File: src/rtl/libhdl_fifo_cc_pkt.sv
// libhdl_fifo_cc_pkt: single-clock FIFO with packet commit/abort, overflow drop and a registered FWFT output stage
module libhdl_fifo_cc_pkt #(
    parameter int DATA_LEN = 32,
    parameter int DEPTH = 16,
    parameter int PKT_MODE = 1,
    parameter int ALMOST_EMPTY_CNT = DEPTH / 4,
    parameter int ALMOST_FULL_CNT = DEPTH - DEPTH / 4,
    localparam int CW = $clog2(DEPTH) + 1
) (
    input  logic                i_clk,
    input  logic                i_rst,
    output logic                o_wrdy,
    input  logic                i_wvld,
    input  logic [DATA_LEN-1:0] i_wdat,
    input  logic                i_wlast,
    input  logic                i_wabort,
    input  logic                i_rrdy,
    output logic                o_rvld,
    output logic [DATA_LEN-1:0] o_rdat,
    output logic                o_rlast,
    output logic [CW-1:0]       o_count,
    output logic [CW-1:0]       o_pkt_count,
    output logic                o_empty,
    output logic                o_full,
    output logic                o_almost_empty,
    output logic                o_almost_full,
    output logic                o_drop
);
    localparam int AW = CW - 1;
    typedef enum logic {PASS, DROP} state_t;
    state_t state;
    logic [CW-1:0] wr_ptr, wc_ptr, rd_ptr, used, rd_nxt;
    logic [DATA_LEN:0] mem [DEPTH];
    logic wr_xfer, rd_xfer, abort, store, commit, drop_go, load, avail;
    assign used = wr_ptr - rd_ptr;
    assign o_count = wc_ptr - rd_ptr;
    assign o_full = used == CW'(DEPTH);
    assign o_wrdy = !o_full || state == DROP;
    assign o_empty = o_count == '0;
    assign o_almost_empty = o_count <= CW'(ALMOST_EMPTY_CNT);
    assign o_almost_full = used >= CW'(ALMOST_FULL_CNT);
    assign wr_xfer = i_wvld && o_wrdy;
    assign rd_xfer = o_rvld && i_rrdy;
    assign abort = PKT_MODE != 0 && i_wabort;
    assign store = wr_xfer && state == PASS && !abort;
    assign commit = store && (PKT_MODE == 0 || i_wlast);
    // storage holds only an open packet: abandon it so the writer is never stalled forever
    assign drop_go = PKT_MODE != 0 && state == PASS && o_full && o_empty && !abort;
    assign rd_nxt = rd_ptr + CW'(rd_xfer);
    assign load = !o_rvld || i_rrdy;
    assign avail = wc_ptr != rd_nxt;
    always_ff @(posedge i_clk) begin
        if (store)
            mem[wr_ptr[AW-1:0]] <= {i_wlast, i_wdat};
    end
    always_ff @(posedge i_clk) begin
        if (i_rst) begin
            wr_ptr <= '0;
            wc_ptr <= '0;
            rd_ptr <= '0;
            state <= PASS;
            o_pkt_count <= '0;
            o_rvld <= 1'b0;
            o_rdat <= '0;
            o_rlast <= 1'b0;
            o_drop <= 1'b0;
        end else begin
            if (drop_go || abort)
                wr_ptr <= wc_ptr;
            else if (store)
                wr_ptr <= wr_ptr + 1'b1;
            if (commit)
                wc_ptr <= wr_ptr + 1'b1;
            rd_ptr <= rd_nxt;
            o_drop <= drop_go;
            state <= state == PASS ? (drop_go ? DROP : PASS) :
                     (abort || (wr_xfer && i_wlast)) ? PASS : DROP;
            o_pkt_count <= o_pkt_count + CW'(commit && i_wlast) - CW'(rd_xfer && o_rlast);
            // output register refills from the word after any read taking place now
            if (load) begin
                o_rvld <= avail;
                if (avail)
                    {o_rlast, o_rdat} <= mem[rd_nxt[AW-1:0]];
            end
        end
    end
endmodule

File: config.mk
export PLATFORM = sky130hd
export DESIGN_NAME = libhdl_fifo_cc_pkt
export DESIGN_NICKNAME = d
export VERILOG_FILES = /design/src/rtl/libhdl_fifo_cc_pkt.sv
export SDC_FILE = /design/constraint.sdc
export NUM_CORES = 1
export LEC_CHECK = 0
export BUFFER_PORTS_ARGS = -buffer_cell sky130_fd_sc_hd__buf_4
export CELL_PAD_IN_SITES_DETAIL_PLACEMENT = 0
export CELL_PAD_IN_SITES_GLOBAL_PLACEMENT = 2
export CORE_MARGIN = 3
export CORE_UTILIZATION = 50
export DETAILED_ROUTE_END_ITERATION = 7
export PLACE_DENSITY = 0.95
export SYNTH_ARGS = -nofsm -noshare
export SYNTH_HDL_FRONTEND = slang
export SYNTH_SLANG_ARGS = --single-unit
File: constraint.sdc
create_clock -name i_clk -period 13.4 [get_ports i_clk]
set_input_delay 1.34 -clock i_clk [delete_from_list [all_inputs] [get_ports i_clk]]
set_output_delay 1.34 -clock i_clk [all_outputs]
set_load 0.05 [all_outputs]
Word level (Yosys, flattened, before mapping)
Memory sizes are Yosys's and may differ from the RTL's. A register that Yosys moved wholly into a read port is not among the register bits.
Index checks and enable logic that the tools add are counted.
{ "word_totals": {"register_bits": 23, "mem_bits_rw": 528, "in_bits": 38, "out_inout_bits": 50, "wordCells": 47, "n_memories": 1} }
{ "classes": {"addsub": 6, "order_cmp": 2, "n_eq_ne": 2, "muxes": 7, "bitwise": 1, "reduce_logical": 21} }
{ "mem_list": {"columns": ["memory", "depth", "word_bits", "rd", "rd_clocked_by_memory_dff", "write_ports", "line_no", "source"], "rows": [
  ["mem", 16, 33, 1, 1, 1, "33", "logic [DATA_LEN:0] mem [DEPTH];"]
]} }
{ "op_table": {"columns": ["cell", "n"], "rows": [
  ["$logic_and 1x1->1", 11],
  ["$add 5x1->5", 2],
  ["$mux 5", 2],
  ["$sub 5x5->5", 2],
  ["$add 5x1->5 const B", 1],
  ["$eq 5x5->1 const B", 1],
  ["$ge 5x4->1 const B", 1],
  ["$le 5x3->1 const B", 1],
  ["$logic_not 5->1", 1],
  ["$mux 1", 5],
  ["$ne 5x5->1", 1],
  ["$sub 5x1->5", 1],
  ["$logic_or 1x1->1", 4],
  ["$logic_not 1->1", 3],
  ["$reduce_and 2->1", 1],
  ["$reduce_bool 2->1", 1],
  ["$not 1->1", 1]
]} }

Depth between registers and ports, before layout
Gate-level depths: netlist of the first run.
{ "logic_depth": {"ltp_word": 11, "ltp_mapped": 19, "mapped_depth_nobuf": 18} }

Least setup slack after synthesis of the first run
Ideal clock, no wire load.
{ "synth_timing": {"kind": "in2reg", "from": "input port i_wabort", "to": "memory mem[0][0] (netlist bit) (enable)", "setup_time_ns": 0.464, "arrival_time_ns": 4.405, "required_time_ns": 12.936, "path_slack_ns": 8.530, "stages": 4, "path_buffers": 1, "path_cell_list": "buf_4 -> a2111oi_4 -> nand2_1 -> nor3_1"} }
{ "synth_between": {"elab_chain_len": 4} }
{ "synth_lines": {"columns": ["element", "line_no", "source"], "rows": [
  ["start: declaration", "16", "input logic i_wabort,"],
  ["$logic_not 1->1", "45", "assign store = wr_xfer && state == PASS && !abort;"],
  ["$logic_and 1x1->1", "45", null],
  ["$mux 1", "53", "if (store)"],
  ["$mux 1 (implied by the code)", "54", "mem[wr_ptr[AW-1:0]] <= {i_wlast, i_wdat};"],
  ["end: declaration", "33", null]
]} }
Every way passes these cells.

Final worst setup path of the first run
{ "layout_timing": {"from": "register wr_ptr[2]", "to": "register o_pkt_count[4]"} }
{ "layout_between": {"elab_chain_len": 11} }
{ "layout_lines": {"columns": ["element", "line_no", "source"], "rows": [
  ["start: declaration", "32", "logic [CW-1:0] wr_ptr, wc_ptr, rd_ptr, used, rd_nxt;"],
  ["start signal: assignment", "69", "wr_ptr <= wc_ptr;"],
  ["start signal: assignment", "71", "wr_ptr <= wr_ptr + 1'b1;"],
  ["$sub 5x5->5", "35", "assign used = wr_ptr - rd_ptr;"],
  ["$eq 5x5->1", "37", "assign o_full = used == CW'(DEPTH);"],
  ["$logic_not 1->1", "38", "assign o_wrdy = !o_full || state == DROP;"],
  ["$logic_or 1x1->1", "38", null],
  ["$logic_and 1x1->1", "42", "assign wr_xfer = i_wvld && o_wrdy;"],
  ["$logic_and 1x1->1 (2 in a row)", "45", null],
  ["$logic_and 1x1->1", "46", "assign commit = store && (PKT_MODE == 0 || i_wlast);"],
  ["$logic_and 1x1->1", "78", "o_pkt_count <= o_pkt_count + CW'(commit && i_wlast) - CW'(rd_xfer && o_rlast);"],
  ["$add 5x1->5", "78", null],
  ["$sub 5x1->5", "78", null],
  ["end signal: assignment", "78", null],
  ["end: declaration", "22", "output logic [CW-1:0] o_pkt_count,"]
]} }
Every way passes these cells.
A chain may end at the register's enable or synchronous reset.

==> results of run 1 <==
-- through the flow --
stage	std cells	instance area (um2)
floorplan	1271	22800
global placement	1905	24300
detailed placement	1905	24300
CTS	2005	26000
global route	2006	26000
finish	2007	26000
-- power groups by stage --
stage / Combinational, mW / Sequential (mW) / Clock, mW
6_report: 0.509 / 2.04 / 1.47
5_1_grt: 0.551 / 2.04 / 1.57
4_1_cts: 0.518 / 2.04 / 1.49
3_5_place_dp: 0.515 / 2.08 / 0
3_3_place_gp: 0.510 / 2.07 / 0
2_1_floorplan: 0.301 / 2.14 / 0
-- routing by layer --
metal  wire (um)  up-vias  part of all wire [%]  GRT usage (%)
met5           0        -                     0              0
met4        1230        0                   2.5           6.68
met3        3920       74                   7.8           4.58
met2       24700      446                    49           34.7
met1       20200     6115                    40           29.6
li1            -     5138                     -              -
-- kinds of logic (layout without fill, tap and decap cells) --
family	count (synthesis)	count (layout)	share of synthesized area [%]
multiplexers	138	138	13.3
AO/OA/AOI/OAI	64	64	1.79
other	0	2	0
adder cells (fa/ha/maj)	21	21	1.22
AND/OR/NAND/NOR	343	343	6.54
buffers and inverters	95	237	1.76
XOR/XNOR	26	26	1.06
flip-flops	584	584	74.3
-- worst max-delay path, delay by kind of cell, from the launching register on --
family	cells	cell delay, ps
XOR/XNOR	1	160
flip-flops	1	710
AO/OA/AOI/OAI	4	950
adder cells (fa/ha/maj)	4	1260
AND/OR/NAND/NOR	3	630
buffers and inverters	4	270
multiplexers	1	220
-- registers in the layout (all words and copies together) (netlist names) --
signal       count
mem            528
o_rdat          32
o_pkt_count      5
rd_ptr           5
wc_ptr           5
wr_ptr           5
o_drop           1
o_rlast          1
o_rvld           1
state            1
-- worst max path at each step --
stage	startpoint	end	slack, ps	cells after the start
2_1_floorplan	i_wabort	mem[0][0]$_DFFE_PP_	8530	4
3_3_place_gp	i_rrdy	o_rdat[31]$_SDFFE_PP0P_	8510	10
3_5_place_dp	i_rrdy	o_rdat[31]$_SDFFE_PP0P_	8510	11
4_1_cts	wr_ptr[2]$_SDFFE_PP0P_	o_pkt_count[4]$_SDFF_PP0_	9020	17
5_1_grt	wr_ptr[2]$_SDFFE_PP0P_	o_pkt_count[4]$_SDFF_PP0_	8730	17
6_report	wr_ptr[2]$_SDFFE_PP0P_	o_pkt_count[4]$_SDFF_PP0_	9030	17
-- cells in the mapped netlist (7+ instances only) --
library cell	count	area [um2]
buf_2	15	75.1
xor2_1	7	61.3
inv_1	26	97.6
nand3_1	106	531
nor2_1	31	116
ha_1	19	238
dfxtp_1	56	1120
nand2_1	178	668
a21oi_1	42	210
edfxtp_1	528	15900
clkbuf_1	44	165
mux4_2	132	2970
xnor2_1	17	149
-- cell type report --
cell class | count | area, um2 | share of cell area, %
clock inverter | 25 | 155 | 0.596
clock buffer | 75 | 1540 | 5.94
multi-input combinational | 592 | 5660 | 21.8
inverter | 26 | 97.6 | 0.375
tap | 592 | 741 | 2.85
sequential | 584 | 17000 | 65.3
antenna | 2 | 5.00 | 0.0192
timing repair buffer | 111 | 833 | 3.20
==> flow_summary.yaml, run 1 <==
timing:
  maxSlewViolCount: 0
  relSlewSlack_pct: 28.3
  min_period_ps: 4370
  rsz0062_at_grt: "no"
  fin_hold_ws_ps: 457
  setup_viol: 0
  tightestPinTransition_ps: 1070
  skew_ps: 13.8
  setup_tns_ps: 0
  setup_ws_ps: 9030
  fin_crit_sh_pct: 32.6
  max_freq_ghz: 0.229
  hold_violations: 0
pwr:
  p_leak_nw: 8.41
  clkPwrFrac_pct: 36.6
  p_per_area_nw_per_um2: 154
  vdd_drop_max_v: 0.000137
  switching_share_pct: 24.2
  combPwrFrac_pct: 12.7
  internal_power_mw: 3.04
  power.total_mw: 4.01
  seqPwrFrac_pct: 50.8
  switching_power_uw: 970
die:
  core_area_um2: 44700
  die_h_um: 220
  ios: 88
  start_util_pct: 51.1
  rows: 77
  die_area_um2: 48300
  die_w_um: 220
worst_hold_path:
  min_path_cells: 2
  min-delay-start: "o_rdat[1]$_SDFFE_PP0P_"
  min_path_type: "register to register"
  min_to: "o_rdat[1]$_SDFFE_PP0P_"
placed_design:
  dp_slack_ps: 8510
  gp_congestion: 0.754
  post-dp-hpwl_um: 25400
  port_buffers: 87
critical_path:
  worstPathArrival_ps: 4820
  required_ps: 13850
  cp_max_fo: 12
  worstPathCellList: "ha_1 -> a21oi_1 -> nand2_1 -> mux2i_4 -> a2111oi_4 -> and2_1 -> inv_1 -> ha_1 -> inv_1 -> ha_1 -> inv_1 -> fa_1 -> inv_1 -> a21o_1 -> a21oi_1 -> xnor2_1 -> nor2_1"
  cp_slowest_stage_delay_ps: 710
  end_kind: "register"
  reg2regPathDepth: 17
  r2r_slack_ps: 9030
  cp_common_cell: "inv_1"
  worstReg2RegStart: "wr_ptr[2]$_SDFFE_PP0P_"
  critPathKind: "register to register"
  startpoint_type: "register"
  r2r_end: "o_pkt_count[4]$_SDFF_PP0_"
  cp_slowest_cell: "dfxtp_1"
yosys:
  avgSynthCellArea_um2: 18.0
  seq_area_frac_synth_pct: 74.3
  syn_area_um2: 22800
  syn_nets: 1330
  synth_edf_count: 528
  synth_cells: 1271
  ys_seq_elements: 584
  ys_types: 44
  synth-main-ff-cell: "edfxtp_1"
  yosys_warnings: 0
  synth-async-reset-ratio_pct: 0
drt:
  first_pass_iters: 5
  drc_errors: 0
  drt_iter0_drc: 1198
  wl_um: 50000
  via_per_inst: 5.87
  vias: 11800
  wl_per_cell_um: 24.9
  antenna_left: 0
global_route:
  grt_pass1_vias: 12100
  grt_overflow: 0
  grt_use_total_pct: 21.4
  antenna_found_initial: 2
  grt_pass1_wl_um: 75900
  grt_max_degree: 70
cts:
  cts_tree: "built"
  htreeDepth: 2
  post_cts_resized: 0
  clockBufferDepth: 3
  numCtsBuffers: 55
  root_buffer: "clkbuf_16"
  clock_sinks: 584
  path_clk_slew_ps: 60
  cts_setup_buffers: 0
  clk_latency_ps: 600
  ctsHoldBuffers: 0
cells_and_area:
  final_core_util_pct: 58.2
  areaGrowthSynthToFinish_pct: 13.8
  num-nets-final: 1429
  final_common_cell: "edfxtp_1"
  drive_above_1_share_pct: 25.1
  mostFrequentLayoutCells: "edfxtp_1 (528), nand2_1 (178), mux4_2 (132)"
  nFillCells: 3272
job:
  cap_violations: 0
run_status:
  outcome: "finished, final reports clean"
(Power assumes the default switching activity.)
==> inputs of run 2 (changes only) <==
- ABC_AREA: unset -> 1
- CORE_UTILIZATION: 50 -> 43
- PLACE_DENSITY: 0.95 -> 0.9
- clock period: 13.4 -> 4.1 ns (I/O delays scaled with it)
==> flow_summary.yaml, run 2 <==
cts:
  cts_setup_buffers: 0
  ctsHoldBuffers: 0
  clock_sinks: 584
  clk_latency_ps: 630
  root_buffer: "clkbuf_16"
  post_cts_resized: 0
  clockBufferDepth: 3
  numCtsBuffers: 60
  htreeDepth: 2
  path_clk_slew_ps: 60
  cts_tree: "built"
yosys:
  ys_types: 34
  synth-async-reset-ratio_pct: 0
  ys_seq_elements: 584
  synth_area_leaders: "edfxtp_1 (69%), o21ai_0 (6.6%), nor2_1 (6.1%)"
  avgSynthCellArea_um2: 12.8
  yosysMostFrequentCell: "edfxtp_1"
  synthTopCellsByCount: "edfxtp_1 (528), nor2_1 (379), o21ai_0 (306), nand2_1 (87), clkbuf_1 (76)"
  yosys_warnings: 0
  synth_cells: 1812
  syn_nets: 1871
  yosys.area.top_type_share_pct: 68.5
  synth-main-ff-cell: "edfxtp_1"
  synth_edf_count: 528
  seq_area_frac_synth_pct: 73.3
  synth_area_leader_cell: "edfxtp_1"
  syn_area_um2: 23100
cells_and_area:
  final_core_util_pct: 50.7
  mostFrequentLayoutCells: "edfxtp_1 (528), nor2_1 (366), o21ai_0 (306)"
  drive_above_1_share_pct: 13.1
  stdcell_area_um2: 26800
  nFillCells: 4442
  largest_reg_flops: 528
  diodes: 0
  num-nets-final: 1944
  final_common_cell: "edfxtp_1"
  areaGrowthSynthToFinish_pct: 15.8
die:
  start_util_pct: 43.8
  core_area_um2: 52900
  die_w_um: 238
  rows: 84
  ios: 88
  die_area_um2: 56600
  die_h_um: 238
drt:
  drt_iter0_drc: 1195
  antenna_left: 0
  vias: 14900
  first_pass_iters: 5
  wl_um: 57200
  drc_errors: 0
  wl_per_cell_um: 21.8
  via_per_inst: 5.66
timing:
  skew_ps: 28.7
  maxSlewViolCount: 0
  hold_violations: 0
  setup_ws_ps: 594
  min_period_ps: 3510
  fin_crit_sh_pct: 85.5
  setup_viol: 0
  max_freq_ghz: 0.285
  tightestPinTransition_ps: 863
  rsz0062_at_grt: "no"
  relSlewSlack_pct: 42.4
pwr:
  p_leak_nw: 9.07
  power.total_mw: 15.6
  p_per_area_nw_per_um2: 583
  vdd_drop_max_v: 0.000379
worst_hold_path:
  min_path_cells: 2
  min_path_type: "primary input to register"
global_route:
  grt_pass1_wl_um: 88100
  grt_pass1_vias: 14600
  grt_overflow: 0
  antenna_found_initial: 1
  grt_max_degree: 179
  grt_use_total_pct: 20.1
critical_path:
  reg2regPathDepth: 19
  startpoint_type: "register"
  endpoint: "o_pkt_count[4]$_SDFF_PP0_"
  cp_slowest_stage_delay_ps: 460
  r2r_end: "o_pkt_count[4]$_SDFF_PP0_"
  end_kind: "register"
  worstReg2RegStart: "rd_ptr[2]$_SDFF_PP0_"
  cp_max_fo: 7
  cp_slowest_cell: "dfxtp_1"
  required_ps: 4610
  critPathKind: "register to register"
  startpoint: "rd_ptr[2]$_SDFF_PP0_"
  worstPathArrival_ps: 4010
  worstPathCellList: "inv_1 -> ha_1 -> a21oi_1 -> nand3_1 -> nand2_1 -> nor2_1 -> nand2_1 -> nand3_2 -> nor2_2 -> nand2_2 -> ha_1 -> inv_1 -> ha_1 -> inv_1 -> fa_1 -> nor3_1 -> a211oi_1 -> o21ai_0 -> a21oi_1"
  r2r_slack_ps: 590
placed_design:
  post-dp-hpwl_um: 30900
  dp_slack_ps: 636
  placed_cell_area_um2: 24800
  gp_congestion: 0.838
  port_buffers: 87
job:
  cap_violations: 0
run_status:
  outcome: "finished, final reports clean"
==> run 2: changes by cell type in the layout (fill, tap and decap cells not counted), sizes merged, moves of 68 or more <==
cell | before | now
mux4 | 132 | 0
nand2 | 179 | 88
nand3 | 106 | 22
nor2 | 31 | 380
o211ai | 0 | 68
o21ai | 3 | 308
==> run 2: cells by family (layout without fill, tap and decap cells) <==
family	Yosys count	in the layout	share of synthesized area (%)
flops	584	584	73.3
compound gates	522	522	13.5
simple gates	503	503	8.44
buf+inv	170	295	2.98
fa+ha+maj	21	21	1.20
xor+xnor	12	12	0.519
==> run 2: how the worst min path moves through the flow <==
stage / from / end / slack [ps]
detailed placement: state$_SDFF_PP0_ / state$_SDFF_PP0_ / 470
CTS: i_rst / o_pkt_count[1]$_SDFF_PP0_ / 20
floorplan: state$_SDFF_PP0_ / state$_SDFF_PP0_ / 440
global route: i_rst / wr_ptr[4]$_SDFFE_PP0P_ / 50
global placement: state$_SDFF_PP0_ / state$_SDFF_PP0_ / 450
finish: i_rst / o_pkt_count[1]$_SDFF_PP0_ / 50
==> run 2: cell type report <==
class | count | area (um2) | area share (%)
timing repair buffer | 129 | 1090 | 4.08
sequential | 584 | 17000 | 63.3
tap | 688 | 861 | 3.21
clock buffer | 73 | 1590 | 5.93
inverter | 52 | 201 | 0.751
multi-input combinational | 1058 | 5640 | 21.0
clock inverter | 41 | 449 | 1.68
==> run 2: metal layers <==
| layer | GRT usage, % | share of wire [%] | vias to the layer above |
|---|---|---|---|
| li1 | - | - | 6880 |
| met1 | 28.3 | 44 | 7390 |
| met2 | 32.8 | 47 | 506 |
| met3 | 3.25 | 6.4 | 84 |
| met4 | 5.44 | 2.0 | 0 |
| met5 | 0 | 0 | - |
==> run 2: power by group <==
group	switching (mW)	total (mW)	internal, mW
clock	2.29	5.57	3.28
combinational	2.33	3.25	0.923
sequential	0.104	6.80	6.70
==> run 2: critical path: cells and delay by family (launching register included) <==
family / cells / cell delay, ps
AO/OA/AOI/OAI: 4 / 530
adder cells (fa/ha/maj): 4 / 1250
buffers and inverters: 3 / 230
flip-flops: 1 / 460
AND/OR/NAND/NOR: 8 / 920
==> run 2: per-stage QoR <==
stage | hold WS [ps] | setup TNS, ps | cells
after floorplan | 443 | -35820 | 1812
after detailed placement | 468 | 0 | 2511
after CTS | 23.6 | 0 | 2625
final | 51.3 | 0 | 2625
after global routing | 53.3 | 0 | 2625
after global placement | 454 | 0 | 2511
==> inputs of run 3 (changes only) <==
- BUFFER_PORTS_ARGS: -buffer_cell sky130_fd_sc_hd__buf_4 -> -buffer_cell sky130_fd_sc_hd__buf_2
==> flow_summary.yaml, run 3 (synthesis gave the netlist of run 2 again) <==
cells_and_area:
  drive_above_1_share_pct: 12.7
  num-nets-final: 1935
  stdcell_area_um2: 26600
  areaGrowthSynthToFinish_pct: 15.0
  mostFrequentLayoutCells: "edfxtp_1 (528), nor2_1 (366), o21ai_0 (306)"
  final_core_util_pct: 50.4
  final_common_cell: "edfxtp_1"
  nFillCells: 4477
  largest_reg_flops: 528
drt:
  vias: 14800
  via_per_inst: 5.67
  drc_errors: 0
  first_pass_iters: 5
  wl_per_cell_um: 21.7
  antenna_left: 0
  drt_iter0_drc: 1491
  wl_um: 56700
run_status:
  outcome: "finished, final reports clean"
die:
  rows: 84
  start_util_pct: 43.8
  core_area_um2: 52900
  die_area_um2: 56600
  ios: 88
  die_h_um: 238
  die_w_um: 238
pwr:
  switching_share_pct: 30.0
  switching_power_mw: 4.63
  internal_power_mw: 10.8
  p_per_area_nw_per_um2: 580
  vdd_drop_max_v: 0.000329
  combPwrFrac_pct: 20.0
  clkPwrFrac_pct: 35.9
  seqPwrFrac_pct: 44.1
  p_leak_nw: 8.99
  power.total_mw: 15.4
critical_path:
  critPathKind: "register to register"
  reg2regPathDepth: 19
  end_kind: "register"
  worstPathArrival_ps: 3960
  required_ps: 4580
  cp_max_fo: 7
  startpoint_type: "register"
timing:
  setup_ws_ps: 623
  skew_ps: 20.9
  maxSlewViolCount: 0
  fin_crit_sh_pct: 84.8
  relSlewSlack_pct: 39.2
  setup_viol: 0
  min_period_ps: 3480
  max_freq_ghz: 0.288
  tightestPinTransition_ps: 913
  hold_violations: 0
  setup_tns_ps: 0
  rsz0062_at_grt: "no"
cts:
  clockBufferDepth: 3
  clock_sinks: 584
  ctsHoldBuffers: 0
  post_cts_resized: 0
  cts_setup_buffers: 0
  root_buffer: "clkbuf_16"
  clk_latency_ps: 620
  htreeDepth: 2
  path_clk_slew_ps: 60
  numCtsBuffers: 58
  cts_tree: "built"
global_route:
  antenna_found_initial: 4
  grt_pass1_vias: 14500
  grt_max_degree: 145
  grt_overflow: 0
  grt_use_total_pct: 19.8
  grt_pass1_wl_um: 85800
placed_design:
  gp_congestion: 0.794
  post-dp-hpwl_um: 28200
  port_buffers: 87
  placed_cell_area_um2: 24600
  dp_slack_ps: 649
job:
  cap_violations: 0
worst_hold_path:
  min_path_type: "primary input to register"
  min_path_cells: 2
[run 3: final cells by class]
type                    count  area, um2  area share [%]
multi-input cells        1058       5640            21.2
flip-flops and latches    584      17000            63.8
inverters                  52        201           0.757
well taps                 688        861            3.23
clock buffers              77       1610            6.06
clock inverters            33        417            1.57
repair buffers            122        911            3.42
diodes                      1       2.50         0.00940
[run 3: through the flow]
stage | hold WS, ps | cells
after floorplan | 443 | 1812
after global placement | 456 | 2504
after detailed placement | 468 | 2504
after CTS | 97.1 | 2614
after global routing | 115 | 2615
final | 128 | 2615
[run 3: worst max-delay path, stage by stage, from the launching register on]
cell,delay [ps]
dfxtp_1,460
inv_1,100
ha_1,360
a21oi_1,220
nand3_1,110
nand2_1,100
nor2_1,60
nand2_1,90
nand3_2,110
nor2_2,150
nand2_2,120
ha_1,320
inv_1,50
ha_1,150
inv_1,60
fa_1,420
nor3_1,200
a211oi_1,70
o21ai_0,140
a21oi_1,60
[run 3: path summary, 6_finish.rpt]
kind,start,end,slack (ps)
setup / recovery,rd_ptr[2]$_SDFF_PP0_,o_pkt_count[4]$_SDFF_PP0_,620
hold / removal,i_rst,o_pkt_count[1]$_SDFF_PP0_,130
setup reg to reg,rd_ptr[2]$_SDFF_PP0_,o_pkt_count[4]$_SDFF_PP0_,620
hold reg to reg,state$_SDFF_PP0_,state$_SDFF_PP0_,470
[run 3: layer usage]
layer  vias up  routed length (um)  track usage (%)
met2       579               25800             31.0
met3       109                4440             3.69
met4         4                1660             6.45
met5         -                  26                0
li1       6853                   -                -
met1      7291               24800             28.2
[run 3: power groups by stage]
stage / clock (mW) / combinational (mW) / sequential (mW)
detailed placement: 0 / 3.10 / 6.93
finish: 5.54 / 3.08 / 6.81
CTS: 5.64 / 3.11 / 6.81
global route: 5.89 / 3.39 / 6.83
floorplan: 0 / 1.75 / 7.41
global placement: 0 / 3.04 / 6.93
